### config.mk
export PLATFORM = sky130hd
export DESIGN_NAME = keyboard_event_queue
export DESIGN_NICKNAME = d
export VERILOG_FILES = /design/src/rtl/keyboard_event_queue.sv
export SDC_FILE = /design/constraint.sdc
export NUM_CORES = 2
export LEC_CHECK = 0
export BUFFER_PORTS_ARGS = -buffer_cell sky130_fd_sc_hd__buf_2
export CAP_MARGIN = 0
export CORE_UTILIZATION = 45
export DETAILED_ROUTE_END_ITERATION = 16
export MAX_ROUTING_LAYER = met4
export PLACE_DENSITY_LB_ADDON = 0.1
export SETUP_SLACK_MARGIN = 0.1
export SLEW_MARGIN = 5
export SYNTH_ARGS = -nofsm -noshare
export SYNTH_HDL_FRONTEND = slang
export SYNTH_SLANG_ARGS = --single-unit
### constraint.sdc
create_clock -name clk -period 9.08 [get_ports clk]
set_clock_uncertainty 0.05 [all_clocks]
set_input_delay 0.908 -clock clk [delete_from_list [all_inputs] [get_ports clk]]
set_output_delay 0.908 -clock clk [all_outputs]
set_load 0.02 [all_outputs]
### src/rtl/keyboard_event_queue.sv
`default_nettype none
// ============================================================================
// Module      : keyboard_event_queue
// Description : PS/2 byte-stream decoder (make/break/E0/E1 prefixes) with
//               per-key up/down tables, modifier snapshot and a DEPTH-entry
//               fall-through event FIFO with sticky overflow and lost flag.
//               Optional macro KBD_REPEAT_FILTER_EN suppresses typematic
//               repeat makes entirely.
// Revision    : 1.0 - initial release
// ============================================================================
module keyboard_event_queue #(
    parameter int DEPTH = 16,
    parameter int CNT_W = $clog2(DEPTH) + 1
) (
    input  logic             clk,
    input  logic             rst,
    input  logic [7:0]       ps2_data,
    input  logic             ps2_ready,
    output logic             ps2_nextdata_n,
    output logic             evt_valid,
    output logic [15:0]      evt_data,
    input  logic             evt_ready,
    output logic [CNT_W-1:0] evt_count,
    output logic             overflow,
    input  logic             ovf_clear,
    output logic             any_key_down
);

    // Pointer MSB position; the bits below it address the storage array.
    localparam int c_AW = CNT_W - 1;

    typedef enum logic [2:0] {
        S_IDLE = 3'd0,
        S_E0   = 3'd1,
        S_F0   = 3'd2,
        S_E0F0 = 3'd3,
        S_SKIP = 3'd4
    } state_t;

    state_t           r_state;
    state_t           w_state_nxt;
    logic [2:0]       r_skip_cnt;
    logic [2:0]       w_skip_nxt;

    logic             r_nextdata_n;
    logic             w_accept;
    logic             w_key;
    logic             w_ext;
    logic             w_brk;
    logic             w_already;
    logic             w_rpt;
    logic             w_evt;

    logic [255:0]     r_down;
    logic [255:0]     r_down_e0;
    logic             r_caps;
    logic             r_lost_pending;
    logic             r_overflow;

    logic [15:0]      r_mem [DEPTH];
    logic [CNT_W-1:0] r_wr_ptr;
    logic [CNT_W-1:0] r_rd_ptr;
    logic             w_full;
    logic             w_empty;
    logic             w_pop;
    logic             w_push_ok;
    logic             w_drop;
    logic             w_shift;
    logic             w_ctrl;
    logic             w_alt;
    logic [15:0]      w_evt_word;

    // A byte is taken only while the handshake line is idle-high.
    assign w_accept       = ps2_ready & r_nextdata_n;
    assign ps2_nextdata_n = r_nextdata_n;

    // Handshake: one-cycle low pulse on the cycle after each accepted byte.
    always_ff @(posedge clk) begin
        if (rst) begin
            r_nextdata_n <= 1'b1;
        end else begin
            r_nextdata_n <= ~w_accept;
        end
    end

    // Decoder state register and Pause-sequence skip counter.
    always_ff @(posedge clk) begin
        if (rst) begin
            r_state    <= S_IDLE;
            r_skip_cnt <= 3'd0;
        end else begin
            r_state    <= w_state_nxt;
            r_skip_cnt <= w_skip_nxt;
        end
    end

    // Decoder next state and key-event decode for the byte being accepted.
    always_comb begin
        w_state_nxt = r_state;
        w_skip_nxt  = r_skip_cnt;
        w_key       = 1'b0;
        w_ext       = 1'b0;
        w_brk       = 1'b0;
        if (w_accept) begin
            case (r_state)
                S_IDLE: begin
                    case (ps2_data)
                        8'hE0: w_state_nxt = S_E0;
                        8'hF0: w_state_nxt = S_F0;
                        8'hE1: begin
                            w_state_nxt = S_SKIP;
                            w_skip_nxt  = 3'd7;
                        end
                        // Controller/ack/self-test bytes carry no key.
                        8'h00, 8'hAA, 8'hEE, 8'hFA,
                        8'hFC, 8'hFE, 8'hFF: w_state_nxt = S_IDLE;
                        default: w_key = 1'b1;
                    endcase
                end
                S_E0: begin
                    if (ps2_data == 8'hF0) begin
                        w_state_nxt = S_E0F0;
                    end else if (ps2_data == 8'hE0) begin
                        w_state_nxt = S_E0;
                    end else begin
                        w_key       = 1'b1;
                        w_ext       = 1'b1;
                        w_state_nxt = S_IDLE;
                    end
                end
                S_F0: begin
                    w_key       = 1'b1;
                    w_brk       = 1'b1;
                    w_state_nxt = S_IDLE;
                end
                S_E0F0: begin
                    w_key       = 1'b1;
                    w_ext       = 1'b1;
                    w_brk       = 1'b1;
                    w_state_nxt = S_IDLE;
                end
                S_SKIP: begin
                    w_skip_nxt = r_skip_cnt - 3'd1;
                    if (r_skip_cnt == 3'd1) begin
                        w_state_nxt = S_IDLE;
                    end
                end
                default: w_state_nxt = S_IDLE;
            endcase
        end
    end

    assign w_already = w_ext ? r_down_e0[ps2_data] : r_down[ps2_data];
    assign w_rpt     = w_key & ~w_brk & w_already;

`ifdef KBD_REPEAT_FILTER_EN
    assign w_evt = w_key & ~w_rpt;
`else
    assign w_evt = w_key;
`endif

    // Snapshot taken from the tables as they stood before this event.
    assign w_shift = r_down[8'h12] | r_down[8'h59];
    assign w_ctrl  = r_down[8'h14] | r_down_e0[8'h14];
    assign w_alt   = r_down[8'h11] | r_down_e0[8'h11];

    assign w_evt_word = {w_brk, w_ext, w_rpt, r_caps, w_alt, w_ctrl, w_shift,
                         r_lost_pending, ps2_data};

    // Key up/down tables and capslock latch.
    always_ff @(posedge clk) begin
        if (rst) begin
            r_down    <= '0;
            r_down_e0 <= '0;
            r_caps    <= 1'b0;
        end else if (w_evt) begin
            if (w_ext) begin
                r_down_e0[ps2_data] <= ~w_brk;
            end else begin
                r_down[ps2_data] <= ~w_brk;
            end
            if (!w_brk && !w_ext && !w_rpt && ps2_data == 8'h58) begin
                r_caps <= ~r_caps;
            end
        end
    end

    assign any_key_down = (|r_down) | (|r_down_e0);

    // FIFO status; pointers carry an extra wrap bit to tell full from empty.
    assign w_empty   = (r_wr_ptr == r_rd_ptr);
    assign w_full    = (r_wr_ptr[c_AW] != r_rd_ptr[c_AW]) &&
                       (r_wr_ptr[c_AW-1:0] == r_rd_ptr[c_AW-1:0]);
    assign w_pop     = evt_ready & ~w_empty;
    assign w_push_ok = w_evt & (~w_full | w_pop);
    assign w_drop    = w_evt & w_full & ~w_pop;

    // Event storage; contents need no reset since pointers gate visibility.
    always_ff @(posedge clk) begin
        if (w_push_ok) begin
            r_mem[r_wr_ptr[c_AW-1:0]] <= w_evt_word;
        end
    end

    // FIFO pointers, sticky overflow and lost-event marker.
    always_ff @(posedge clk) begin
        if (rst) begin
            r_wr_ptr       <= '0;
            r_rd_ptr       <= '0;
            r_overflow     <= 1'b0;
            r_lost_pending <= 1'b0;
        end else begin
            if (w_push_ok) begin
                r_wr_ptr       <= r_wr_ptr + CNT_W'(1);
                r_lost_pending <= 1'b0;
            end else if (w_drop) begin
                r_lost_pending <= 1'b1;
            end
            if (w_pop) begin
                r_rd_ptr <= r_rd_ptr + CNT_W'(1);
            end
            if (w_drop) begin
                r_overflow <= 1'b1;
            end else if (ovf_clear) begin
                r_overflow <= 1'b0;
            end
        end
    end

    assign evt_valid = ~w_empty;
    assign evt_data  = r_mem[r_rd_ptr[c_AW-1:0]];
    assign evt_count = r_wr_ptr - r_rd_ptr;
    assign overflow  = r_overflow;

endmodule
`default_nettype wire
==> results.json <==
{
  "critPathKind": "in -> reg",
  "finalHoldViolations": 0,
  "relSlewSlack": 0.0616,
  "post_drt_via_cell_ratio": 6.66,
  "drive_gt1_frac": 0.158,
  "wire_per_inst_microns": 29.9,
  "syn_nets": 3497,
  "vias": 29800,
  "core_sq_um": 78000,
  "numCtsBuffers": 86,
  "cts_root_buf": "clkbuf_16",
  "dieArea_sq_um": 80400,
  "path_cells": "buf_2, or4_1, nor2_1, or4_4, or3_4, a211oi_4, nand2_1, nor2_2",
  "post_cts_buffers": 0,
  "min_period_ns": 5.37,
  "reg2reg_from": "r_state[1]",
  "seq_area_frac_synth": 0.516,
  "ys.flop_type": "dfxtp_1",
  "cts_sinks": 792,
  "drv_slew": 0,
  "critPathMaxStageDelay_ns": 1.11,
  "place_congestion": 0.944,
  "synth-seq-cells": 792,
  "synth_area_leaders": "dfxtp_1 (30%), edfxtp_1 (22%), mux4_2 (12%)",
  "area_growth_pct": 10.7,
  "power.leakage_nw": 12.1,
  "min_from": "r_down[0]",
  "io_pins": 38,
  "p_per_area_nw_per_um2": 201,
  "finalCritPeriodShare": 0.592,
  "total_power_mw": 7.93,
  "grtUsageTotal": 0.337,
  "crit_path_start_kind": "primary input",
  "start_util": 0.457,
  "setup-violations-final": 0,
  "cpMaxStageDelayCell": "nor2_2",
  "reg2reg_depth": 7,
  "grt_pass1_wl_microns": 196000,
  "worst_slew_pin_slew_ns": 1.40,
  "cts-resized-gates": 0,
  "row_count": 102,
  "arrival_ns": 5.57,
  "nets": 3392,
  "regToRegSetupSlack_ns": 4.73,
  "avgSynthCellArea_sq_um": 10.3,
  "async_reset_ff_frac": 0,
  "rsz0062_at_grt": "no",
  "cts_tree": "built",
  "clockBufferDepth": 3,
  "die_y_microns": 284,
  "io_buffers": 37,
  "yosys_warnings": 0,
  "synth_top_area_cell": "dfxtp_1",
  "insertion_delay_ns": 0.66,
  "status": "finished clean",
  "hold_depth": 2,
  "grt_overflow": 0,
  "synth_cell_types": 69,
  "antenna_left": 0,
  "cts_hold_buf": 0,
  "cp.required_ns": 9.28,
  "grt_max_degree": 175,
  "tns_ns": 0,
  "clkSlewWorstSetupHoldPaths_ns": 0.05,
  "drt-initial-drc-count": 4172,
  "first_global_vias": 28300,
  "htree_levels": 3,
  "die_x_microns": 284,
  "min_delay_worst_endpoint": "r_down[0]",
  "synth-edff-count": 256,
  "drt_wl_total_microns": 134000,
  "first_pass_iters": 6,
  "yosys.area.top_type_share": 0.301,
  "fmax_mhz": 186,
  "max-cap-violations": 0,
  "synth_cells": 3472,
  "r2r-end": "r_down[23]",
  "drc": 0,
  "path_buf_inv": 1,
  "syn_area_sq_um": 35700,
  "cp_max_fo": 40,
  "critPathCaptureType": "flip-flop",
  "hpwlAfterDp_microns": 80000,
  "vdd_ir_drop_max_uv": 139,
  "hold_class": "reg -> reg",
  "grt_antenna_before_repair": 3,
  "critical-path-top-delay-family": "simple AND/OR/NAND/NOR gates"
}
[layout make-up]
type | count | area [sq um]
Antenna cell | 2 | 5.00
Inverter | 21 | 78.8
Fill cell | 6975 | 38500
Sequential cell | 792 | 18400
Clock inverter | 35 | 482
Tap cell | 1040 | 1300
Multi-Input combinational cell | 2350 | 16000
Timing Repair Buffer | 116 | 832
Clock buffer | 117 | 2410
[through the flow]
step | hold WS, ns | instance area (sq um) | util | setup slack (ns) | std cells
final | 0.429 | 39500 | 0.506 | 3.71 | 4473
after global routing | 0.457 | 39500 | 0.506 | 3.49 | 4473
after CTS | 0.424 | 39500 | 0.506 | 3.81 | 4471
after detailed placement | 0.409 | 36600 | 0.469 | 3.21 | 4319
after floorplan | 0.368 | 35700 | - | 4.62 | 3472
after global placement | 0.400 | 36600 | 0.469 | 3.35 | 4319
[cell usage in the layout, fill, tap and decap left out, types with 19 or more instances in the layout]
master	instances
nand4_1	45
nor3_1	445
mux4_2	197
nor2_2	19
nand3_1	37
nor4_1	136
dfxtp_1	534
a21oi_1	516
mux2i_1	40
edfxtp_1	256
o21ai_0	33
nand2_1	96
a311oi_1	50
buf_2	33
nor2_1	515
buf_4	78
clkbuf_16	87
nor3_2	19
[flip-flops by register name, indices dropped and copies added, names as in the netlist, named ones only]
signal / count
r_mem: 256
r_skip_cnt: 3
overflow: 1
r_wr_ptr: 5
r_down: 256
r_caps: 1
r_state: 3
ps2_nextdata_n: 1
r_down_e0: 256
r_rd_ptr: 5
r_lost_pending: 1
[power by group]
part | switching, mW | internal [mW]
Combinational | 0.410 | 0.232
Sequential | 0.0341 | 3.67
Clock | 1.51 | 2.08
[synth_stat cells, drive strengths merged (16+ instances only)]
cell      n
nor2    549
dfxtp   536
a21oi   526
nor3    467
edfxtp  256
clkbuf  209
mux4    197
nor4    138
buf     100
nand2    97
a311oi   50
nand4    45
mux2i    40
nand3    37
o21ai    33
inv      21
nand2b   16
[how the worst max path moves through the flow]
stage / startpoint / end / slack [ns] / depth (start not counted)
floorplan: ps2_data[3] / r_mem[3][0] / 4.62 / 8
global placement: ps2_data[6] / r_mem[4][10] / 3.35 / 8
detailed placement: ps2_data[6] / r_mem[8][3] / 3.21 / 8
CTS: ps2_data[6] / r_mem[8][6] / 3.81 / 8
global route: ps2_data[6] / r_mem[8][6] / 3.49 / 8
finish: ps2_data[6] / r_mem[8][6] / 3.71 / 8
[worst min-delay path, cell delays in order (launching register included)]
cell and delay [ns]:
dfxtp_1 0.34, inv_1 0.06, a311oi_1 0.04
[logic make-up (layout without fill, tap and decap cells)]
logic type / count (synthesis) / count (layout) / synth area share
and+or+nand+nor: 1407 / 1407 / 0.191
DFF: 792 / 792 / 0.516
AOI/OAI and AO/OA: 671 / 671 / 0.106
buffers and inverters: 330 / 289 / 0.0401
muxes: 247 / 247 / 0.139
xor gates and xnor gates: 13 / 13 / 0.00319
adders and majority gates: 12 / 12 / 0.00442
other: 0 / 2 / 0
[layer usage]
layer / share of wire / vias up / track usage
met3: 0.11 / 409 / 0.0665
li1: - / 12800 / -
met4: 0.048 / 0 / 0.154
met2: 0.44 / 1942 / 0.495
met5: 0 / - / -
met1: 0.40 / 14700 / 0.449
No activity file was read; power rests on OpenSTA's default activity.
